[src/rtl/rv32i_pkg.sv]
// Shared RV32I fetch definitions: next-PC select codes, fetch FSM states, NOP word and default reset PC.
// The FAULT state exists only when IFU_MISALIGN_TRAP_EN is defined.
package rv32i_pkg;

    typedef enum logic [1:0] {
        PC_PLUS4  = 2'b00,
        PC_BRANCH = 2'b01,
        PC_JAL    = 2'b10,
        PC_JALR   = 2'b11
    } pc_src_e;

`ifdef IFU_MISALIGN_TRAP_EN
    typedef enum logic [1:0] {
        IDLE  = 2'b00,
        FETCH = 2'b01,
        HOLD  = 2'b10,
        FAULT = 2'b11
    } ifu_state_e;
`else
    typedef enum logic [1:0] {
        IDLE  = 2'b00,
        FETCH = 2'b01,
        HOLD  = 2'b10
    } ifu_state_e;
`endif

    localparam logic [31:0] NOP_INSTR        = 32'h0000_0013;
    localparam logic [31:0] RESET_PC_DEFAULT = 32'h0000_0000;

endpackage

[src/rtl/instr_fetch_unit_if.sv]
// Instruction-memory read bus between the fetch unit (master) and the memory (slave).
interface instr_fetch_unit_if;
    logic        imem_req;
    logic [31:0] imem_addr;
    logic        imem_ready;
    logic [31:0] imem_rdata;

    modport master (
        output imem_req,
        output imem_addr,
        input  imem_ready,
        input  imem_rdata
    );

    modport slave (
        input  imem_req,
        input  imem_addr,
        output imem_ready,
        output imem_rdata
    );
endinterface

[src/rtl/instr_fetch_unit_next_pc_sel.sv]
// Combinational next-PC selection. Without IFU_MISALIGN_TRAP_EN the result is forced word-aligned;
// with it the raw target is passed on so the fetch unit can trap on misalignment.
module next_pc_sel
    import rv32i_pkg::*;
(
    input  logic [31:0] pc,
    input  logic [1:0]  pc_src,
    input  logic        branch_taken,
    input  logic [31:0] branch_target,
    input  logic [31:0] jal_target,
    input  logic [31:0] jalr_target,
    output logic [31:0] next_pc
);

    logic [31:0] raw_pc;

    always_comb begin
        raw_pc = pc + 32'd4;
        case (pc_src_e'(pc_src))
            PC_PLUS4:  raw_pc = pc + 32'd4;
            PC_BRANCH: raw_pc = branch_taken ? branch_target : (pc + 32'd4);
            PC_JAL:    raw_pc = jal_target;
            PC_JALR:   raw_pc = jalr_target & ~32'd1;
            default:   raw_pc = pc + 32'd4;
        endcase
    end

`ifdef IFU_MISALIGN_TRAP_EN
    assign next_pc = raw_pc;
`else
    assign next_pc = raw_pc & ~32'd3;
`endif

endmodule

[src/rtl/instr_fetch_unit.sv]
// RV32I instruction fetch unit: IDLE -> FETCH -> HOLD loop with next-PC selection on advance.
// Optional misaligned-target trap (FAULT state, sticky until reset) under IFU_MISALIGN_TRAP_EN.
module instr_fetch_unit
    import rv32i_pkg::*;
#(
    parameter logic [31:0] RESET_PC = RESET_PC_DEFAULT
) (
    input  logic                       clk,
    input  logic                       rst,
    input  logic [1:0]                 pc_src,
    input  logic                       branch_taken,
    input  logic [31:0]                branch_target,
    input  logic [31:0]                jal_target,
    input  logic [31:0]                jalr_target,
    input  logic                       advance,
    instr_fetch_unit_if.master         imem,
    output logic [31:0]                instr,
    output logic                       instr_valid,
    output logic [6:0]                 opcode,
    output logic [31:0]                pc,
    output logic [31:0]                pc_plus4,
    output logic                       fetch_fault
);

    ifu_state_e  state_q, state_d;
    logic [31:0] pc_q, pc_d;
    logic [31:0] instr_q, instr_d;
    logic [31:0] next_pc;

    next_pc_sel u_next_pc_sel (
        .pc            (pc_q),
        .pc_src        (pc_src),
        .branch_taken  (branch_taken),
        .branch_target (branch_target),
        .jal_target    (jal_target),
        .jalr_target   (jalr_target),
        .next_pc       (next_pc)
    );

    always_ff @(posedge clk or posedge rst) begin
        if (rst) begin
            state_q <= IDLE;
            pc_q    <= RESET_PC;
            instr_q <= NOP_INSTR;
        end else begin
            state_q <= state_d;
            pc_q    <= pc_d;
            instr_q <= instr_d;
        end
    end

    always_comb begin
        state_d = state_q;
        pc_d    = pc_q;
        instr_d = instr_q;
        case (state_q)
            IDLE: state_d = FETCH;
            FETCH: begin
                if (imem.imem_ready) begin
                    state_d = HOLD;
                    instr_d = imem.imem_rdata;
                end
            end
            HOLD: begin
                if (advance) begin
`ifdef IFU_MISALIGN_TRAP_EN
                    // pc keeps the faulting instruction's address for the trap handler
                    if (next_pc[1:0] != 2'b00) begin
                        state_d = FAULT;
                    end else begin
                        pc_d    = next_pc;
                        state_d = FETCH;
                    end
`else
                    pc_d    = next_pc;
                    state_d = FETCH;
`endif
                end
            end
`ifdef IFU_MISALIGN_TRAP_EN
            FAULT: state_d = FAULT;
`endif
            default: state_d = IDLE;
        endcase
    end

    assign imem.imem_req  = (state_q == FETCH);
    assign imem.imem_addr = pc_q;
    assign instr          = instr_q;
    assign instr_valid    = (state_q == HOLD);
    assign opcode         = instr_q[6:0];
    assign pc             = pc_q;
    assign pc_plus4       = pc_q + 32'd4;

`ifdef IFU_MISALIGN_TRAP_EN
    assign fetch_fault = (state_q == FAULT);
`else
    assign fetch_fault = 1'b0;
`endif

endmodule

[src/flat_wrapper.sv]
// flat-port wrapper written by rule: the top's interface ports become plain ports
module instr_fetch_unit_flat import rv32i_pkg::*;
#(
    parameter logic [31:0] RESET_PC = RESET_PC_DEFAULT
)
  (clk, rst, pc_src, branch_taken, branch_target, jal_target, jalr_target, advance, instr, instr_valid, opcode, pc, pc_plus4, fetch_fault, imem_imem_req, imem_imem_addr, imem_imem_ready, imem_imem_rdata);
  instr_fetch_unit_if imem_i ();
  input  logic clk;
  input  logic rst;
  input  logic [1:0] pc_src;
  input  logic branch_taken;
  input  logic [31:0] branch_target;
  input  logic [31:0] jal_target;
  input  logic [31:0] jalr_target;
  input  logic advance;
  output logic [31:0] instr;
  output logic instr_valid;
  output logic [6:0] opcode;
  output logic [31:0] pc;
  output logic [31:0] pc_plus4;
  output logic fetch_fault;
  output wire logic [$bits(imem_i.imem_req)-1:0] imem_imem_req;
  output wire logic [$bits(imem_i.imem_addr)-1:0] imem_imem_addr;
  input wire logic [$bits(imem_i.imem_ready)-1:0] imem_imem_ready;
  input wire logic [$bits(imem_i.imem_rdata)-1:0] imem_imem_rdata;
  assign imem_imem_req = imem_i.imem_req;
  assign imem_imem_addr = imem_i.imem_addr;
  assign imem_i.imem_ready = imem_imem_ready;
  assign imem_i.imem_rdata = imem_imem_rdata;
  instr_fetch_unit #(.RESET_PC(RESET_PC)) u_core (.clk(clk), .rst(rst), .pc_src(pc_src), .branch_taken(branch_taken), .branch_target(branch_target), .jal_target(jal_target), .jalr_target(jalr_target), .advance(advance), .imem(imem_i), .instr(instr), .instr_valid(instr_valid), .opcode(opcode), .pc(pc), .pc_plus4(pc_plus4), .fetch_fault(fetch_fault));
endmodule
[config.mk]
export PLATFORM = sky130hd
export DESIGN_NAME = instr_fetch_unit_flat
export DESIGN_NICKNAME = d
export VERILOG_FILES = /design/src/rtl/rv32i_pkg.sv /design/src/rtl/instr_fetch_unit_if.sv /design/src/rtl/instr_fetch_unit_next_pc_sel.sv /design/src/rtl/instr_fetch_unit.sv /design/src/flat_wrapper.sv
export SDC_FILE = /design/constraint.sdc
export NUM_CORES = 1
export LEC_CHECK = 0
export CAP_MARGIN = 40
export CORE_UTILIZATION = 42
export DETAILED_ROUTE_END_ITERATION = 12
export HOLD_SLACK_MARGIN = 0.06
export PLACE_DENSITY = 0.83
export SETUP_SLACK_MARGIN = 0.02
export SYNTH_ARGS = -nofsm -noshare
export SYNTH_HDL_FRONTEND = slang
export SYNTH_SLANG_ARGS = --single-unit
[constraint.sdc]
create_clock -name clk -period 3.42 [get_ports clk]
set_input_delay 0.684 -clock clk [delete_from_list [all_inputs] [get_ports clk]]
set_output_delay 0.684 -clock clk [all_outputs]
set_load 0.03 [all_outputs]
# ---- Word level (Yosys, flattened, before mapping)
# Index checks and enable logic that the tools add are counted.
dict set report totals {
  regBits 64
  input_bits 135
  out_inout_bits 138
  elab_cells 21
}
dict set report classes {
  n_addsub 1
  eq_ne 7
  muxes 5
  n_reduce_logical 5
}
# cell n
set op_table {}
lappend op_table {{$pmux 32 s4} 1}
lappend op_table {{$add 32x3->32 const B} 1}
lappend op_table {{$mux 32} 1}
lappend op_table {{$eq 2x2->1 const B} 3}
lappend op_table {{$pmux 2 s3} 1}
lappend op_table {{$reduce_and 2->1} 3}
lappend op_table {{$eq 2x1->1 const B} 2}
lappend op_table {{$logic_not 2->1} 2}
lappend op_table {{$mux 2} 2}
lappend op_table {{$ne 2x1->1 const B} 1}
lappend op_table {{$ne 2x2->1 const B} 1}

# ---- Longest topological paths before layout
# Gate-level depths: netlist (run 1).
dict set report depth {
  ltp_word 3
  depth_mapped 8
  depth_no_buf 6
}

# ---- By module
# Synthesis (run 1) repeated with hierarchy kept, for this count alone.
dict set report hier_totals {
  hier_cells 516
  area_unflattened_um2 5008.6
}
# module n_inst cells_per_inst area_each_um2 seq_area_each_um2
set modules_own_cells {}
lappend modules_own_cells {instr_fetch_unit 1 268 3338.2 1655.3}
lappend modules_own_cells {next_pc_sel 1 248 1670.4 0.0}

# ---- Worst setup path before layout (run 1)
# Ideal clock, no wire load.
dict set report synth_timing {
  path_kind {flip-flop to output port}
  start {reg u_core.pc_q[5], in the netlist u_core.imem.imem_addr[5]}
  end {out pc_plus4[27]}
  arrival_ps 2292
  required_time_ps 2736
  setup_slack_ps 444
  stages_incl_launch_ff 7
  path_buffers 2
  cell_sequence {dfrtp_1 clkbuf_2 nand4_4 or2_2 buf_2 nor4_2 xor2_1}
}
dict set report synth_via {
  elab_chain_len 1
}
# element line
set synth_lines {}
lappend synth_lines {{start, declared} instr_fetch_unit.sv:26} ;# logic [31:0] pc_q, pc_d;
lappend synth_lines {{start signal, assigned} instr_fetch_unit.sv:47} ;# pc_q <= pc_d;
lappend synth_lines {{$add 32x3->32} instr_fetch_unit.sv:93} ;# assign pc_plus4 = pc_q + 32'd4;
lappend synth_lines {{end, declared} flat_wrapper.sv:20} ;# output logic [31:0] pc_plus4;
# Every way passes these cells.

# ---- Worst setup path in the final report (run 1)
dict set report layout_timing {
  start {reg u_core.pc_q[15], in the netlist u_core.imem.imem_addr[15]}
  end {out pc_plus4[27]}
}
# The elaborated chain is that of the path after synthesis.

==> run_results.csv, run 1 <==
group,metric,value,unit
status,outcome,"complete, no violations",
worst_setup_path,worst_ep_required_time,2.74,ns
routing,detailed_routing_iterations_pass_1,5,
cells_and_area,area.growth.synth_to_final,59.5,%
min_path,hp-start,"u_core.instr[22]$_DFFE_PP0P_",
worst_setup_path,r2r_end,"u_core.imem.imem_addr[26]$_DFFE_PP0P_",
sta,timing_worst_slew_pin_value,0.830,ns
placed_design,final_hpwl_from_detailed_placement,13000,um
min_path,timing.hold.worst_endpoint,"u_core.instr[22]$_DFFE_PP0P_",
yosys,seq_total_area_yosys,0.332,
worst_setup_path,timing.setup.critical_path_class,"reg -> out",
clock_network,cts_sinks,64,
floorplan,ioPinCount,273,
power,power_density,866,nW/um2
yosys,post_synth_num_cell_types,61,
clock_network,cts_max_path_buffers,2,
sta,timing_hold_violations_final,0,
placed_design,dp_slack,0.207,ns
power,leakage,3.19,nW
routing,antenna_violating_nets_post_route,0,
clock_network,numCtsBuffers,9,
grt,track_usage,0.287,
cells_and_area,final_layout_size_suffix_gt1_frac,0.151,
sta,post-route-period-util,0.956,
worst_setup_path,r2r-start,"u_core.imem.imem_addr[3]$_DFFE_PP0P_",
floorplan,die_y,109,um
floorplan,initial_cell_density_of_the_core,0.438,
clock_network,clk_pin_slew,0.06,ns
yosys,syn_area,4830,um2
routing,avgRoutedWirePerCell,18.8,um
floorplan,floorplan.die_area,11900,um2
floorplan,die_x,109,um
grt,number_of_antenna_violations_at_the_first_check_in_global_routing,0,
clock_network,root_buffer,"sky130_fd_sc_hd__clkbuf_16",
yosys,synth-edff-count,0,
cells_and_area,mostFrequentLayoutCell,"sky130_fd_sc_hd__clkdlybuf4s50_1",
floorplan,placement_rows,38,
clock_network,clock_tree.htree_level_count,3,
worst_setup_path,maximum_fanout_along_the_worst_path,7,
sta,timing_max_transition_violations_final,0,
min_path,worst_hold_path_stage_count,1,
grt,grt_pass1_vias,5092,
min_path,worstHoldPathType,"reg -> reg",
yosys,syn-instance-count,553,
yosys,ys_seq_elements,64,
grt,grt-ovfl-total,0,
clock_network,worstSkewPairLatency,0.33,ns
power,vdd_drop_max,0.685,mV
routing,post-route-drc-count,0,
floorplan,core,11000,um2
cells_and_area,sequential_cell_area,1610,um2
sta,setup-violations-final,0,
routing,detailed_route_iter0_violations,277,
routing,detail_route.vias_per_cell,5.63,
sta,fin_worst_skew,0.00798,ns
sta,maxSlewHeadroom,0.445,
yosys,postSynth.asyncResetShare,1.00,
sta,layout_setup_ws,0.150,ns
worst_setup_path,reg2regPathDepth,9,
worst_setup_path,timing.critical_path.from_type,"register",
grt,grt_start_max_net_pins,33,
cells_and_area,fillers,864,
routing,drt_wl_total,17400,um
yosys,synthFlopType,"sky130_fd_sc_hd__dfrtp_1",
sta,total_negative_slack,0,ns
worst_setup_path,timing.critical_path.arrival,2.59,ns
placed_design,dp_cells,905,
yosys,yosysWarnings,0,
worst_setup_path,setup.worst_path.end_class,"output pin",
cells_and_area,nNetsFinal,914,
cells_and_area,multiInputGateArea,2720,um2
worst_setup_path,r2r_setup_slack,1.28,ns
cells_and_area,final-instance-count-excl-fill,923,
cells_and_area,diodes,0,
routing,route.vias.total,5199,
sta,crit_path_time_final,3.27,ns
sta,fmaxAchievable,306,MHz
placed_design,gp_routability_congestion,0.844,
flow_run,drv.max_cap_violation_count,0,
clock_network,cts_hold_repair.buffers,0,
cells_and_area,most-common-layout-cells,"sky130_fd_sc_hd__clkdlybuf4s50_1 (244), sky130_fd_sc_hd__dfrtp_1 (61), sky130_fd_sc_hd__nor2_1 (44), sky130_fd_sc_hd__mux2_2 (43), sky130_fd_sc_hd__buf_4 (39)",
clock_network,cts_tree,"yes",
grt,grt_first_pass_wirelength,26000,um
yosys,postSynthAreaPerCell,8.74,um2
placed_design,port_buffers,259,
sta,rsz0062_at_grt,"no",
[through the flow]
stage / hold slack [ns] / utilization / total power, W / area, um2
final: 0.504 / 0.699 / 0.00667 / 7700
after global routing: 0.522 / 0.699 / 0.00698 / 7700
after CTS: 0.506 / 0.696 / 0.00670 / 7680
after detailed placement: 0.493 / 0.667 / 0.00575 / 7360
after global placement: 0.485 / 0.667 / 0.00566 / 7360
after floorplan: 0.484 / - / 0.00407 / 4850
[layer usage]
metal  part of all wire  up-vias  GRT usage
met2               0.53      294      0.550
met1               0.37     2466      0.313
met3              0.088       30     0.0550
li1                   -     2409          -
met4              0.019        0     0.0943
met5                  0        -          0
[cell families after synthesis]
group | Yosys count | share of synthesized area
xor+xnor | 28 | 0.0508
compound gates | 129 | 0.178
other cells | 1 | 0.000776
buf+inv | 98 | 0.113
fa+ha+maj | 1 | 0.00259
flops | 64 | 0.332
simple gates | 172 | 0.188
mux | 60 | 0.135
[layout make-up]
cell class / count / share of cell area
clock buffer: 10 / 0.0310
timing repair buffer: 295 / 0.370
clock inverter: 6 / 0.00893
tap: 140 / 0.0227
multi-input combinational: 397 / 0.354
inverter: 11 / 0.00536
sequential: 64 / 0.208
[how the worst max path moves through the flow]
stage                   end                             startpoint  slack [ns]  depth (start not counted)
6_report       pc_plus4[27]  u_core.imem.imem_addr[15]$_DFFE_PP0P_        0.15                          5
5_1_grt        pc_plus4[27]   u_core.imem.imem_addr[7]$_DFFE_PP0P_        0.05                          5
4_1_cts        pc_plus4[12]   u_core.imem.imem_addr[3]$_DFFE_PP0P_        0.03                          6
3_5_place_dp   pc_plus4[22]  u_core.imem.imem_addr[10]$_DFFE_PP0P_        0.21                          6
3_3_place_gp   pc_plus4[29]   u_core.imem.imem_addr[6]$_DFFE_PP0P_        0.27                          5
2_1_floorplan  pc_plus4[27]   u_core.imem.imem_addr[5]$_DFFE_PP0P_        0.44                          6
[what timing repair did]
item | in CTS | in global routing
setup buffers | 2 | 0
resized for setup | 6 | 8
pin swaps | 1 | 0
setup endpoints to repair | 6 | 7
[flip-flops by register name, summed over array words and instances (netlist names)]
register,cells
u_core.instr,32
u_core.imem.imem_addr,30
u_core.state_q,2
[cells in the mapped netlist, types with 3 or more instances]
| library cell | count | area (um2) |
|---|---|---|
| sky130_fd_sc_hd__nor2_1 | 44 | 165 |
| sky130_fd_sc_hd__and3_1 | 10 | 62.6 |
| sky130_fd_sc_hd__xnor2_1 | 15 | 131 |
| sky130_fd_sc_hd__o211ai_1 | 4 | 30.0 |
| sky130_fd_sc_hd__nand3_1 | 24 | 120 |
| sky130_fd_sc_hd__a31o_2 | 4 | 35.0 |
| sky130_fd_sc_hd__a21oi_1 | 24 | 120 |
| sky130_fd_sc_hd__buf_1 | 6 | 22.5 |
| sky130_fd_sc_hd__inv_1 | 11 | 41.3 |
| sky130_fd_sc_hd__mux2i_1 | 17 | 170 |
| sky130_fd_sc_hd__nand2_1 | 36 | 135 |
| sky130_fd_sc_hd__nor4_1 | 4 | 25.0 |
| sky130_fd_sc_hd__dfrtp_1 | 61 | 1530 |
| sky130_fd_sc_hd__dfstp_2 | 3 | 78.8 |
| sky130_fd_sc_hd__or3_1 | 4 | 25.0 |
| sky130_fd_sc_hd__buf_2 | 7 | 35.0 |
| sky130_fd_sc_hd__a22oi_1 | 3 | 22.5 |
| sky130_fd_sc_hd__nor2b_1 | 6 | 37.5 |
| sky130_fd_sc_hd__a311oi_1 | 3 | 26.3 |
| sky130_fd_sc_hd__a22o_1 | 5 | 43.8 |
| sky130_fd_sc_hd__clkbuf_1 | 28 | 105 |
| sky130_fd_sc_hd__nand4_1 | 12 | 75.1 |
| sky130_fd_sc_hd__o31ai_1 | 3 | 22.5 |
| sky130_fd_sc_hd__buf_4 | 44 | 330 |
| sky130_fd_sc_hd__a2bb2oi_1 | 4 | 35.0 |
| sky130_fd_sc_hd__nor3_1 | 10 | 50.1 |
| sky130_fd_sc_hd__a31oi_1 | 14 | 87.6 |
| sky130_fd_sc_hd__nor4_2 | 3 | 37.5 |
| sky130_fd_sc_hd__mux2_2 | 43 | 484 |
| sky130_fd_sc_hd__o41ai_1 | 3 | 26.3 |
| sky130_fd_sc_hd__and4_1 | 5 | 43.8 |
| sky130_fd_sc_hd__o21ai_0 | 31 | 155 |
| sky130_fd_sc_hd__xor2_1 | 13 | 114 |
| sky130_fd_sc_hd__o21a_1 | 4 | 30.0 |
| sky130_fd_sc_hd__o2bb2ai_1 | 3 | 26.3 |
| sky130_fd_sc_hd__a211oi_1 | 7 | 52.6 |
[where the power goes]
part           total [W]  internal, W  switching, W  leakage (nW)
Combinational    0.00429      0.00184       0.00245          2.30
Sequential       0.00145      0.00112      0.000325         0.741
Clock           0.000938     0.000586      0.000352         0.149
[critical path, stage by stage (launching register included)]
cell                            delay [ns]
sky130_fd_sc_hd__dfrtp_1              0.46
sky130_fd_sc_hd__nand3_1              0.22
sky130_fd_sc_hd__or3_1                0.53
sky130_fd_sc_hd__nor4_2               0.43
sky130_fd_sc_hd__xor2_1               0.18
sky130_fd_sc_hd__dlygate4sd2_1        0.42
Note: power is estimated with default switching activity, not from simulation.
==> run 2: changes to the inputs <==
Settings changed: GPL_TIMING_DRIVEN set to 0.
==> run 2 against run 1 <==
Compared with the run above:
- clock power grew 9%
- non-clock buffer count is 52 higher
- sequential cell count unchanged
- register-to-register slack got worse by 0.18 ns
- design area is 3.5% higher
- critical path type unchanged
- largest cell class unchanged
- highest routed layer unchanged
==> run_results.csv, run 2 (same netlist as run 1, synthesis figures left out) <==
group,metric,value,unit
floorplan,core,11000,um2
routing,avgRoutedWirePerCell,20.2,um
grt,grt_pass1_vias,5515,
floorplan,initial_cell_density_of_the_core,0.438,
clock_network,cts_hold_repair.buffers,0,
clock_network,cts_sinks,64,
sta,layout_setup_ws,0.0800,ns
power,leakage,3.33,nW
worst_setup_path,timing.setup.critical_path_class,"reg -> out",
sta,total_negative_slack,0,ns
cells_and_area,largest_register_ff_count,32,
grt,grt-ovfl-total,0,
placed_design,port_buffers,258,
floorplan,placement_rows,38,
sta,timing_max_transition_violations_final,0,
flow_run,drv.max_cap_violation_count,0,
power,power,0.00696,W
sta,timing_hold_violations_final,0,
placed_design,dp_slack,-0.128,ns
clock_network,numCtsBuffers,9,
power,power_density,872,nW/um2
routing,detailed_route_iter0_violations,656,
sta,post-route-period-util,0.977,
routing,detail_route.vias_per_cell,5.84,
status,outcome,"complete, no violations",
routing,post-route-drc-count,0,
cells_and_area,most-common-layout-cells,"sky130_fd_sc_hd__clkdlybuf4s50_1 (239), sky130_fd_sc_hd__dfrtp_1 (60), sky130_fd_sc_hd__buf_4 (45), sky130_fd_sc_hd__nor2_1 (44), sky130_fd_sc_hd__mux2_2 (43)",
cells_and_area,diodes,0,
floorplan,die_y,109,um
sta,setup-violations-final,0,
routing,detailed_routing_iterations_pass_1,6,
clock_network,clock_tree.htree_level_count,3,
cells_and_area,final_area,7970,um2
sta,timing_worst_slew_pin_value,0.821,ns
cells_and_area,area.growth.synth_to_final,65.1,%
routing,route.vias.total,5695,
routing,drt_wl_total,19700,um
cells_and_area,mostFrequentLayoutCell,"sky130_fd_sc_hd__clkdlybuf4s50_1",
worst_setup_path,maximum_fanout_along_the_worst_path,9,
worst_setup_path,worst_ep_required_time,2.74,ns
clock_network,root_buffer,"sky130_fd_sc_hd__clkbuf_16",
cells_and_area,final_layout_size_suffix_gt1_frac,0.174,
placed_design,place_area,7630,um2
clock_network,worstSkewPairLatency,0.34,ns
placed_design,final_hpwl_from_detailed_placement,14700,um
clock_network,cts_max_path_buffers,2,
min_path,worstHoldPathType,"reg -> reg",
clock_network,clk_pin_slew,0.06,ns
grt,grt_first_pass_wirelength,29000,um
floorplan,ioPinCount,273,
routing,antenna_violating_nets_post_route,0,
worst_setup_path,timing.critical_path.from_type,"register",
grt,grt_start_max_net_pins,41,
worst_setup_path,timing.critical_path.arrival,2.66,ns
clock_network,cts_tree,"yes",
grt,number_of_antenna_violations_at_the_first_check_in_global_routing,0,
sta,maxSlewHeadroom,0.453,
sta,fin_worst_skew,0.00869,ns
sta,rsz0062_at_grt,"yes",
floorplan,die_x,109,um
floorplan,floorplan.die_area,11900,um2
placed_design,gp_routability_congestion,0.902,
sta,crit_path_time_final,3.34,ns
grt,track_usage,0.323,
power,vdd_drop_max,0.815,mV
cells_and_area,nNetsFinal,966,
worst_setup_path,setup.worst_path.end_class,"output pin",
sta,whs,0.506,ns
sta,fmaxAchievable,299,MHz
worst_setup_path,r2r_setup_slack,1.10,ns
run 2: changes by cell type in the layout (fill, tap and decap cells not counted), moves of 2 or more:
cell,before,now
sky130_fd_sc_hd__buf_1,0,6
sky130_fd_sc_hd__buf_2,2,7
sky130_fd_sc_hd__buf_4,39,45
sky130_fd_sc_hd__clkbuf_1,0,28
sky130_fd_sc_hd__clkbuf_2,0,11
sky130_fd_sc_hd__clkdlybuf4s50_1,244,239
sky130_fd_sc_hd__inv_6,0,2
sky130_fd_sc_hd__nor3_1,9,7
run 2: area by class of cell:
cell class                 instances  area, um2
timing repair buffer             260       2570
clock inverter                     7        103
clock buffer                       9        225
multi-input combinational        397       2750
sequential                        64       1610
buffer                            87        503
fill                             856       3060
inverter                          11       41.3
tap                              140        175
run 2: repair_timing:
action / 4_1_cts / 5_1_grt
resized for setup: 20 / 27
setup buffers: 1 / 0
pin swaps: 1 / 0
endpoints found under the setup margin: 19 / 15
run 2: path summary, 6_finish.rpt:
kind                                                       startpoint                               endpoint  cells past startpoint
worst max register to register   u_core.imem.imem_addr[3]$_DFFE_PP0P_  u_core.imem.imem_addr[28]$_DFFE_PP0P_                      7
worst min register to register           u_core.instr[19]$_DFFE_PP0P_           u_core.instr[19]$_DFFE_PP0P_                      1
worst min-delay path                     u_core.instr[19]$_DFFE_PP0P_           u_core.instr[19]$_DFFE_PP0P_                      1
min in group asynchronous                                         rst  u_core.imem.imem_addr[20]$_DFFE_PP0P_                      2
max in group asynchronous                                         rst            u_core.instr[1]$_DFFE_PP1P_                      3
worst max-delay path            u_core.imem.imem_addr[10]$_DFFE_PP0P_                           pc_plus4[21]                      6
run 2: metal layers:
layer	share of wire	vias to the layer above	track usage	wire length (um)
met3	0.12	71	0.0843	2370
li1	-	2512	-	-
met5	0	-	0	0
met4	0.030	0	0.142	601
met2	0.50	462	0.575	9850
met1	0.35	2650	0.362	6920
run 2: metrics by stage:
step | utilization | instances
after floorplan | - | 559
after global placement | 0.690 | 957
after detailed placement | 0.692 | 958
after CTS | 0.723 | 975
after global routing | 0.723 | 975
final | 0.723 | 975
run 2: worst max-delay path, cell delays in order (launching register included):
cell	delay, ns
sky130_fd_sc_hd__dfrtp_1	0.40
sky130_fd_sc_hd__buf_2	0.22
sky130_fd_sc_hd__nand4_1	0.25
sky130_fd_sc_hd__or3_1	0.57
sky130_fd_sc_hd__nor3_2	0.30
sky130_fd_sc_hd__xor2_1	0.16
sky130_fd_sc_hd__dlygate4sd2_1	0.42
run 2: power by group:
group | internal, W | switching (W) | leakage [nW]
Combinational | 0.00195 | 0.00245 | 2.44
Clock | 0.000645 | 0.000372 | 0.157
Sequential | 0.00112 | 0.000420 | 0.740
Total | 0.00372 | 0.00324 | 3.33
==> run 3: changes to the inputs <==
Settings changed: CORE_UTILIZATION 42 to 37, PLACE_DENSITY 0.83 to 0.74.
==> run 3 against run 2 <==
Compared with the run above:
- the run now ends with negative setup slack left
- hold slack worse by 0.0023 ns
- power down 0.65%
- critical path type unchanged
- via count down 1.1%
- combinational power down 0.9%
- sequential share of layout area down 0.057 points
- final cell count up 3.4%
==> run_results.csv, run 3 (same netlist as run 1, synthesis figures left out) <==
group,metric,value,unit
cells_and_area,nNetsFinal,967,
power,vdd_drop_max,0.380,mV
clock_network,clock_tree.htree_level_count,3,
clock_network,cts_max_path_buffers,2,
power,power_density,864,nW/um2
sta,setup-violations-final,1,
routing,met2RoutedLength,9450,um
routing,drt_wl_total,19500,um
worst_setup_path,worst_ep_required_time,2.74,ns
cells_and_area,mostFrequentLayoutCell,"sky130_fd_sc_hd__clkdlybuf4s50_1",
routing,antenna_violating_nets_post_route,0,
floorplan,floorplan.die_area,13500,um2
sta,crit_path_time_final,3.44,ns
grt,grt_first_pass_wirelength,28700,um
placed_design,dp_slack,0.0381,ns
placed_design,final_hpwl_from_detailed_placement,14500,um
sta,maxSlewHeadroom,0.429,
worst_setup_path,maximum_fanout_along_the_worst_path,9,
routing,post-route-drc-count,0,
floorplan,die_y,116,um
clock_network,cts_tree,"yes",
sta,fin_worst_skew,0.0119,ns
sta,layout_setup_ws,-0.0231,ns
flow_run,drv.max_cap_violation_count,0,
sta,fmaxAchievable,290,MHz
grt,track_usage,0.282,
cells_and_area,diodes,0,
routing,avgRoutedWirePerCell,19.3,um
routing,drt-met1-wl,7350,um
worst_setup_path,reg2regPathDepth,5,
clock_network,numCtsBuffers,9,
sta,timing_max_transition_violations_final,0,
sta,timing_hold_violations_final,0,
min_path,hp-start,"u_core.instr[29]$_DFFE_PP0P_",
sta,timing_worst_slew_pin_value,0.856,ns
sta,rsz0062_at_grt,"yes",
routing,top_layer,"met4",
routing,met3_length,1820,um
cells_and_area,fillers,1056,
routing,detailed_routing_iterations_pass_1,5,
worst_setup_path,timing.setup.critical_path_class,"reg -> out",
cells_and_area,largest_register_ff_count,32,
worst_setup_path,timing.critical_path.from_type,"register",
cells_and_area,area.growth.synth_to_final,65.5,%
clock_network,clk_pin_slew,0.06,ns
routing,route.vias.total,5635,
worst_setup_path,r2r-start,"u_core.state_q[0]$_DFFE_PP0P_",
worst_setup_path,timing.critical_path.arrival,2.76,ns
placed_design,gp_routability_congestion,0.908,
worst_setup_path,setup.worst_path.end_class,"output pin",
routing,detailed_route_iter0_violations,557,
grt,grt_pass1_vias,5426,
worst_setup_path,r2r_setup_slack,1.08,ns
min_path,worst_hold_path_stage_count,1,
min_path,timing.hold.worst_endpoint,"u_core.instr[29]$_DFFE_PP0P_",
clock_network,root_buffer,"sky130_fd_sc_hd__clkbuf_16",
cells_and_area,final_layout_size_suffix_gt1_frac,0.173,
floorplan,core,12700,um2
placed_design,port_buffers,258,
power,leakage,3.32,nW
sta,total_negative_slack,-0.0231,ns
clock_network,cts_sinks,64,
worst_setup_path,r2r_end,"u_core.imem.imem_addr[4]$_DFFE_PP0P_",
cells_and_area,most-common-layout-cells,"sky130_fd_sc_hd__clkdlybuf4s50_1 (240), sky130_fd_sc_hd__dfrtp_1 (60), sky130_fd_sc_hd__buf_4 (46), sky130_fd_sc_hd__nor2_1 (44), sky130_fd_sc_hd__mux2_2 (43)",
status,violations_in_the_final_reports,"negative setup slack",
grt,number_of_antenna_violations_at_the_first_check_in_global_routing,0,
sta,post-route-period-util,1.01,
grt,grt_start_max_net_pins,65,
cells_and_area,multiInputGateArea,2740,um2
routing,detail_route.vias_per_cell,5.59,
grt,grt-ovfl-total,0,
floorplan,placement_rows,41,
clock_network,worstSkewPairLatency,0.34,ns
status,outcome,"complete, but fails checks",
floorplan,ioPinCount,273,
cells_and_area,sequential_cell_area,1610,um2
floorplan,die_x,116,um
floorplan,initial_cell_density_of_the_core,0.381,
min_path,worstHoldPathType,"reg -> reg",
## run 3: worst max-delay path by stage
stage                                           from  cells past startpoint            to
2_1_floorplan   u_core.imem.imem_addr[5]$_DFFE_PP0P_                      6  pc_plus4[27]
3_3_place_gp    u_core.imem.imem_addr[3]$_DFFE_PP0P_                      6  pc_plus4[16]
3_5_place_dp    u_core.imem.imem_addr[3]$_DFFE_PP0P_                      6  pc_plus4[24]
4_1_cts        u_core.imem.imem_addr[14]$_DFFE_PP0P_                      6  pc_plus4[29]
5_1_grt        u_core.imem.imem_addr[10]$_DFFE_PP0P_                      6  pc_plus4[19]
6_report       u_core.imem.imem_addr[10]$_DFFE_PP0P_                      6  pc_plus4[19]
## run 3: routing by layer
| metal | track usage | vias up |
|---|---|---|
| li1 | - | 2518 |
| met1 | 0.324 | 2666 |
| met2 | 0.485 | 382 |
| met3 | 0.0581 | 69 |
| met4 | 0.168 | 0 |
| met5 | 0 | - |
## run 3: metrics by stage
step	std cells	total power, W	utilization	instance area [um2]	hold slack, ns
after floorplan	559	0.00407	-	4850	0.484
after global placement	989	0.00587	0.604	7650	0.487
after detailed placement	990	0.00594	0.605	7660	0.493
after CTS	1008	0.00693	0.632	8010	0.507
after global routing	1008	0.00722	0.631	8000	0.514
final	1008	0.00691	0.631	8000	0.503
## run 3: repair_timing
item / 4_1_cts / 5_1_grt
setup buffers: 2 / 0
endpoints found under the setup margin: 19 / 16
resized for setup: 19 / 25
pin swaps: 1 / 0
hold buffers: 0 / 0
## run 3: cell type report
cell class	instances	share of cell area
multi-input combinational	397	0.343
timing repair buffer	261	0.321
sequential	64	0.201
buffer	87	0.0629
clock buffer	9	0.0282
tap	172	0.0269
clock inverter	7	0.0125
inverter	11	0.00548
## run 3: where the power goes
part	leakage [nW]	switching, W	internal, W
combinational	2.42	0.00241	0.00195
clock	0.161	0.000375	0.000646
sequential	0.740	0.000410	0.00112
total	3.32	0.00320	0.00372
## run 3: worst max-delay path: stages, from the launching register on
cell and delay, ns:
sky130_fd_sc_hd__dfrtp_1 0.38, sky130_fd_sc_hd__buf_2 0.22, sky130_fd_sc_hd__nand4_1 0.25, sky130_fd_sc_hd__nor3_2 0.41, sky130_fd_sc_hd__nand4_1 0.25, sky130_fd_sc_hd__xnor2_1 0.21
sky130_fd_sc_hd__clkdlybuf4s50_1 0.69
